## config.mk

```make
export PLATFORM = sky130hd
export DESIGN_NAME = cc_collision_scan_controller
export DESIGN_NICKNAME = d
export VERILOG_FILES = /design/src/rtl/cc_collision_scan_controller.sv
export SDC_FILE = /design/constraint.sdc
export NUM_CORES = 1
export LEC_CHECK = 0
export BUFFER_PORTS_ARGS = -buffer_cell sky130_fd_sc_hd__buf_4
export CORE_MARGIN = 2
export CORE_UTILIZATION = 34
export DETAILED_ROUTE_END_ITERATION = 10
export GPL_ROUTABILITY_DRIVEN = 0
export MAX_ROUTING_LAYER = met4
export PLACE_DENSITY = 0.67
export SYNTH_ARGS = -nofsm -noshare
export SYNTH_HDL_FRONTEND = slang
export SYNTH_SLANG_ARGS = --single-unit
```

## constraint.sdc

```tcl
create_clock -name CC_COLLISION_SCAN_CLOCK_50 -period 3 [get_ports CC_COLLISION_SCAN_CLOCK_50]
set_input_delay 0.6 -clock CC_COLLISION_SCAN_CLOCK_50 [delete_from_list [all_inputs] [get_ports CC_COLLISION_SCAN_CLOCK_50]]
set_output_delay 0.6 -clock CC_COLLISION_SCAN_CLOCK_50 [all_outputs]
set_load 0.01 [all_outputs]
```

## src/rtl/cc_collision_scan_controller.sv

```systemverilog
// Walks every row of the obstacle RAM on a game tick and checks each one against player 1's position.
// Reports whether any row collided, the lowest row that hit, and how many rows hit.
module cc_collision_scan_controller #(
  parameter int DATAWIDTH     = 8,
  parameter int NUMROWS       = 8,
  parameter int ROWADDR_WIDTH = 3
) (
  input  logic                     CC_COLLISION_SCAN_CLOCK_50,
  input  logic                     CC_COLLISION_SCAN_RESET_InHigh,
  input  logic                     CC_COLLISION_SCAN_start,
  input  logic [DATAWIDTH-1:0]     CC_COLLISION_SCAN_posjug1,
  output logic [ROWADDR_WIDTH-1:0] CC_COLLISION_SCAN_rowaddr,
  input  logic [DATAWIDTH-1:0]     CC_COLLISION_SCAN_rowdata,
  output logic                     CC_COLLISION_SCAN_busy,
  output logic                     CC_COLLISION_SCAN_done,
  output logic                     CC_COLLISION_SCAN_collision,
  output logic [ROWADDR_WIDTH-1:0] CC_COLLISION_SCAN_hitrow,
  output logic [ROWADDR_WIDTH:0]   CC_COLLISION_SCAN_hitcount
);

  typedef enum logic [1:0] {IDLE, FETCH, CMP, DONE} stateT;

  localparam logic [ROWADDR_WIDTH-1:0] LASTROW = ROWADDR_WIDTH'(NUMROWS - 1);
  localparam logic [ROWADDR_WIDTH-1:0] ADDRONE = ROWADDR_WIDTH'(1);
  localparam logic [ROWADDR_WIDTH:0]   CNTONE  = (ROWADDR_WIDTH + 1)'(1);

  stateT                state;
  logic [DATAWIDTH-1:0] posReg;
  logic                 hit;

  // Only meaningful in CMP, when the RAM output belongs to the current rowaddr.
  assign hit = |(CC_COLLISION_SCAN_rowdata & posReg);

  always_ff @(posedge CC_COLLISION_SCAN_CLOCK_50 or posedge CC_COLLISION_SCAN_RESET_InHigh) begin
    if (CC_COLLISION_SCAN_RESET_InHigh) begin
      state                       <= IDLE;
      posReg                      <= '0;
      CC_COLLISION_SCAN_rowaddr   <= '0;
      CC_COLLISION_SCAN_busy      <= 1'b0;
      CC_COLLISION_SCAN_done      <= 1'b0;
      CC_COLLISION_SCAN_collision <= 1'b0;
      CC_COLLISION_SCAN_hitrow    <= '0;
      CC_COLLISION_SCAN_hitcount  <= '0;
    end else begin
      CC_COLLISION_SCAN_done <= 1'b0;
      case (state)
        IDLE: begin
          if (CC_COLLISION_SCAN_start) begin
            posReg                      <= CC_COLLISION_SCAN_posjug1;
            CC_COLLISION_SCAN_collision <= 1'b0;
            CC_COLLISION_SCAN_hitrow    <= '0;
            CC_COLLISION_SCAN_hitcount  <= '0;
            CC_COLLISION_SCAN_rowaddr   <= '0;
            CC_COLLISION_SCAN_busy      <= 1'b1;
            state                       <= FETCH;
          end
        end
        FETCH: state <= CMP;
        CMP: begin
          if (hit) begin
            CC_COLLISION_SCAN_hitcount <= CC_COLLISION_SCAN_hitcount + CNTONE;
            if (!CC_COLLISION_SCAN_collision) begin
              CC_COLLISION_SCAN_collision <= 1'b1;
              CC_COLLISION_SCAN_hitrow    <= CC_COLLISION_SCAN_rowaddr;
            end
          end
          // done and busy change on the same edge as the last compare so results are final when done rises.
          if (CC_COLLISION_SCAN_rowaddr == LASTROW) begin
            CC_COLLISION_SCAN_rowaddr <= '0;
            CC_COLLISION_SCAN_busy    <= 1'b0;
            CC_COLLISION_SCAN_done    <= 1'b1;
            state                     <= DONE;
          end else begin
            CC_COLLISION_SCAN_rowaddr <= CC_COLLISION_SCAN_rowaddr + ADDRONE;
            state                     <= FETCH;
          end
        end
        DONE:    state <= IDLE;
        default: state <= IDLE;
      endcase
    end
  end

endmodule

```

# == Word-level counts from Yosys, hierarchy flattened ==
# Cells that the tools add are included.
# word_totals
regBits,23
input_bits,19
output_inout_bits,13
word_cells,47
# op_classes
add_sub_neg,2
n_eq_ne,8
muxes,20
n_bitwise,1
reduce_logical,8
# ops
op,count
$mux W3,4
$pmux W3 S2,2
$and A8 B8 Y8,1
$mux W4,2
$ne A2 B2 Y1 const B,4
$pmux W2 S4,1
$pmux W4 S2,1
$reduce_or A8 Y1,1
$mux W1,6
$reduce_and A3 Y1,2
$add A4 B1 Y4 const B,1
$eq A2 B2 Y1 const B,2
$mux W2,2
$pmux W1 S2,2
$reduce_and A2 Y1,2
$reduce_and A4 Y1,1
$add A3 B1 Y3 const B,1
$eq A3 B3 Y1 const B,1
$eq A2 B1 Y1 const B,1
$logic_not A2 Y1,1
$reduce_bool A2 Y1,1

# == Depth between registers and ports, before layout ==
# logic_depth
word_depth,4
ltp_mapped,6
mapped_depth_nobuf,4

# == Least setup slack after synthesis ==
# No wires, ideal clock.
# synth_path
kind,in2reg
start,input port CC_COLLISION_SCAN_rowdata[2]
end,register CC_COLLISION_SCAN_hitcount[3]
setup_time_ns,0.069
arrival_time_ns,1.534
required_ns,2.931
slack_ns,1.398
path_stages,5
path_buffers,1
path_cell_list,a22oi_1 -> and4_1 -> clkbuf_2 -> or4_1 -> nand3_1
# synth_between
elab_chain_len,4
# synth_lines
element,line,text
start: declaration,13,"input logic [DATAWIDTH-1:0] CC_COLLISION_SCAN_rowdata,"
$and A8 B8 Y8,32,assign hit = |(CC_COLLISION_SCAN_rowdata & posReg);
$reduce_or A8 Y1,32,
$ne A2 B2 Y1 (no source line),-,
$reduce_and A3 Y1 (no source line),-,
end signal: assignment,61,CC_COLLISION_SCAN_hitcount <= CC_COLLISION_SCAN_hitcount + CNTONE;
end: declaration,18,output logic [ROWADDR_WIDTH:0] CC_COLLISION_SCAN_hitcount
# No other way between the ends.
# A chain may end at the register's enable or synchronous reset.

# == Final worst setup path ==
# layout_path
start,register state[1]
end,register CC_COLLISION_SCAN_hitrow[0]
# layout_between
elab_chain_len,3
elab_cells_between_ends,8
classes_between,eq/ne (4); mux (1); reduce/logical (3)
# layout_lines
element,line,text
start: declaration,27,stateT state;
start signal: assignment,36,state <= IDLE;
start signal: assignment,55,state <= FETCH;
start signal: assignment,58,FETCH: state <= CMP;
$eq A2 B2 Y1 / $logic_not A2 Y1 (equally long branches),46,case (state)
$ne A2 B2 Y1 (no source line) / $reduce_bool A2 Y1 (equally long branches),-,
$reduce_and A4 Y1 (no source line),-,
end signal: assignment,64,CC_COLLISION_SCAN_hitrow <= CC_COLLISION_SCAN_rowaddr;
end: declaration,17,"output logic [ROWADDR_WIDTH-1:0] CC_COLLISION_SCAN_hitrow,"
# Several ways; a longest one is shown, not always the timed one.

==> impl_metrics.ini <==
[clock_network]
h-tree-depth = 1
cts_max_path_buffers = 2
cts_made_buffers = 3
cts_resized = 0
cts-root-buf = clkbuf_4
post_cts_buffers = 0
clkSinkCount = 23
clk_pin_slew_ns = 0.13
clk-insertion-delay-late_ns = 0.31
cts_hold_buffers = 0
cts_tree = done

[layout]
fill_cells = 295
num_antenna_cells = 0
stdcell_count = 157
mostFrequentLayoutCell = buf_4
multi_input_area_um2 = 415
seqCellArea_um2 = 576
final_cell_mix = buf_4, dfrtp_1, nand2_1
drive_above_1_share = 0.347
layout.nets = 147
area_growth_pct = 27.1

[floorplanning]
num_rows = 20
core_mm2 = 0.00298
start_util = 0.347
fp.dieH_um = 59.1
pin_count = 32
die_w_um = 59.1
dieArea_mm2 = 0.00350

[worst_setup_path]
cp_top_family = simple AND/OR/NAND/NOR gates
r2r-end = CC_COLLISION_SCAN_hitrow[0]
path_depth = 3
startpoint = state[1]
worstPathBufferInverterCount = 0
end_kind = register
cp_cell_sequence = nor2b_1 -> nand2_1 -> o311ai_0
start_kind = register
rrSetupSlack_ns = 1.33
crit_end = CC_COLLISION_SCAN_hitrow[0]
required_ns = 3.20
critical_path.max_stage_delay_ns = 0.61
path_class = reg2reg
r2r_cells = 3
crit_arrival_ns = 1.87
rr_startpoint = state[1]
critPathSlowestCell = nor2b_1
worstPathMaxFanout = 11

[pwr]
switching_power_mw = 0.385
vdd_ir_drop_max_v = 0.000410
p_seq_frac = 0.503
power_density_mw_per_mm2 = 814
switching_share = 0.360
cell_internal_pwr_mw = 0.685
p_comb_frac = 0.362
p_leak_nw = 0.618
clkPwrFrac = 0.135

[route]
drt_iter0_markers = 12
ant_nets = 0
drt-total-wl_mm = 2.06
drtPass1Iterations = 5
avgViaCountPerCell = 5.29
vias = 831
drc = 0
avgRoutedWirePerCell_um = 13.1

[sta]
fin_crit_ns = 1.67
max-slew-margin-rel = 0.415
setup_viol = 0
fmax_ghz = 0.599
finalClockSkew_ns = 0.00335
fin_setup_tns_ns = 0
hold_viol_final = 0
worst-slew-pin-transition_ns = 0.877
drv_slew = 0
post-route-period-util = 0.557
rsz0062_at_grt = no

[global_route]
gr-total-overflow = 0
grt_util_all_layers = 0.136
grt_pass1_vias = 801
grt_pass1_wl_mm = 3.51
grt_start_max_net_pins = 24
grt_antenna_before_repair = 0

[synth]
ys_warn_count = 0
yosysTopAreaCell = dfrtp_1
syn-num-nets = 115
yosysTopAreaCellShare = 0.557
syn_avg_cell_area_um2 = 11.1
synth_seq_area_share = 0.557
mappedNetlistArea_mm2 = 0.00103
ys_top_cells_by_area = dfrtp_1, mux2_2, nand2_1, ha_1, nand3_1
ys_types = 23
ys_seq_elements = 23
syn_inst = 93

[placement]
dpl.cell_count = 153
portBuffers = 31
dp_hpwl_mm = 1.54

[run]
cap_violations = 0

[status]
outcome = finished clean

[worst_hold_path]
hp-class = in2async
-- per-layer routing --
metal  vias to the layer above  wire length [um]  part of all wire  global-route usage
met1                       396               911              0.44               0.162
met2                        31               989              0.48               0.227
met3                         2               140             0.068              0.0306
met5                         -                 0                 0                   -
li1                        402                 -                 -                   -
met4                         0                21             0.010              0.0422
-- how the worst min path moves through the flow --
stage	from	to	slack, ns	depth (start not counted)
floorplan	posReg[0]	posReg[0]	0.48	1
global placement	CC_COLLISION_SCAN_busy	CC_COLLISION_SCAN_busy	0.47	1
detailed placement	CC_COLLISION_SCAN_busy	CC_COLLISION_SCAN_busy	0.48	1
CTS	CC_COLLISION_SCAN_RESET_InHigh	posReg[0]	0.49	2
global route	CC_COLLISION_SCAN_posjug1[6]	posReg[6]	0.50	2
finish	CC_COLLISION_SCAN_RESET_InHigh	CC_COLLISION_SCAN_hitrow[2]	0.46	2
-- stage by stage --
step                hold slack, ns  area (um^2)   util  worst slack (ns)  total power, mW
global route                 0.501         1310  0.441              1.03             1.15
floorplan                    0.481         1030      -              1.40            0.772
finish                       0.461         1310  0.441              1.33             1.07
detailed placement           0.476         1290  0.432              1.19            0.936
CTS                          0.493         1310  0.441              1.32             1.08
global placement             0.467         1290  0.432              1.22            0.918
-- worst reg2reg max path, cell delays in order (launching register included) --
cell and delay (ns):
dfrtp_1 0.55, nor2b_1 0.61, nand2_1 0.10, o311ai_0 0.30
-- flip-flops by register name (all words and copies together) (netlist names) --
signal / count
posReg: 8
CC_COLLISION_SCAN_hitcount: 4
CC_COLLISION_SCAN_hitrow: 3
CC_COLLISION_SCAN_rowaddr: 3
state: 2
CC_COLLISION_SCAN_busy: 1
CC_COLLISION_SCAN_collision: 1
CC_COLLISION_SCAN_done: 1
-- layout make-up --
class                   count  area share
well taps                  33      0.0314
repair buffers             31       0.177
multi-input cells          60       0.316
flip-flops and latches     23       0.438
inverters                   6      0.0171
clock buffers               4      0.0200
-- cell families after synthesis --
kind of cell | after synthesis | share of synthesized area
flip-flops | 23 | 0.557
AO/OA/AOI/OAI | 22 | 0.153
buffers and inverters | 10 | 0.0412
adder cells (fa/ha/maj) | 3 | 0.0363
AND/OR/NAND/NOR | 27 | 0.126
multiplexers | 8 | 0.0872
-- power groups by stage --
stage / Clock (mW) / Combinational (mW) / Sequential [mW]
after floorplan: 0 / 0.236 / 0.536
after global placement: 0 / 0.378 / 0.540
after detailed placement: 0 / 0.391 / 0.545
after CTS: 0.149 / 0.392 / 0.539
after global routing: 0.159 / 0.439 / 0.556
final: 0.144 / 0.387 / 0.539
-- synth_stat cells --
master	instances
ha_1	3
mux2_2	8
inv_1	6
buf_2	3
and4_1	1
or3_1	1
a21o_1	1
nor2b_1	3
o311ai_0	3
a21oi_1	1
o21ai_1	2
a22oi_1	4
o31ai_1	1
clkbuf_2	1
o21ai_0	3
o32ai_1	1
o211ai_1	4
or4_1	1
dfrtp_1	23
nand3_1	6
nand2_1	14
nor2_2	1
a22o_1	2
(Power assumes the default switching activity.)
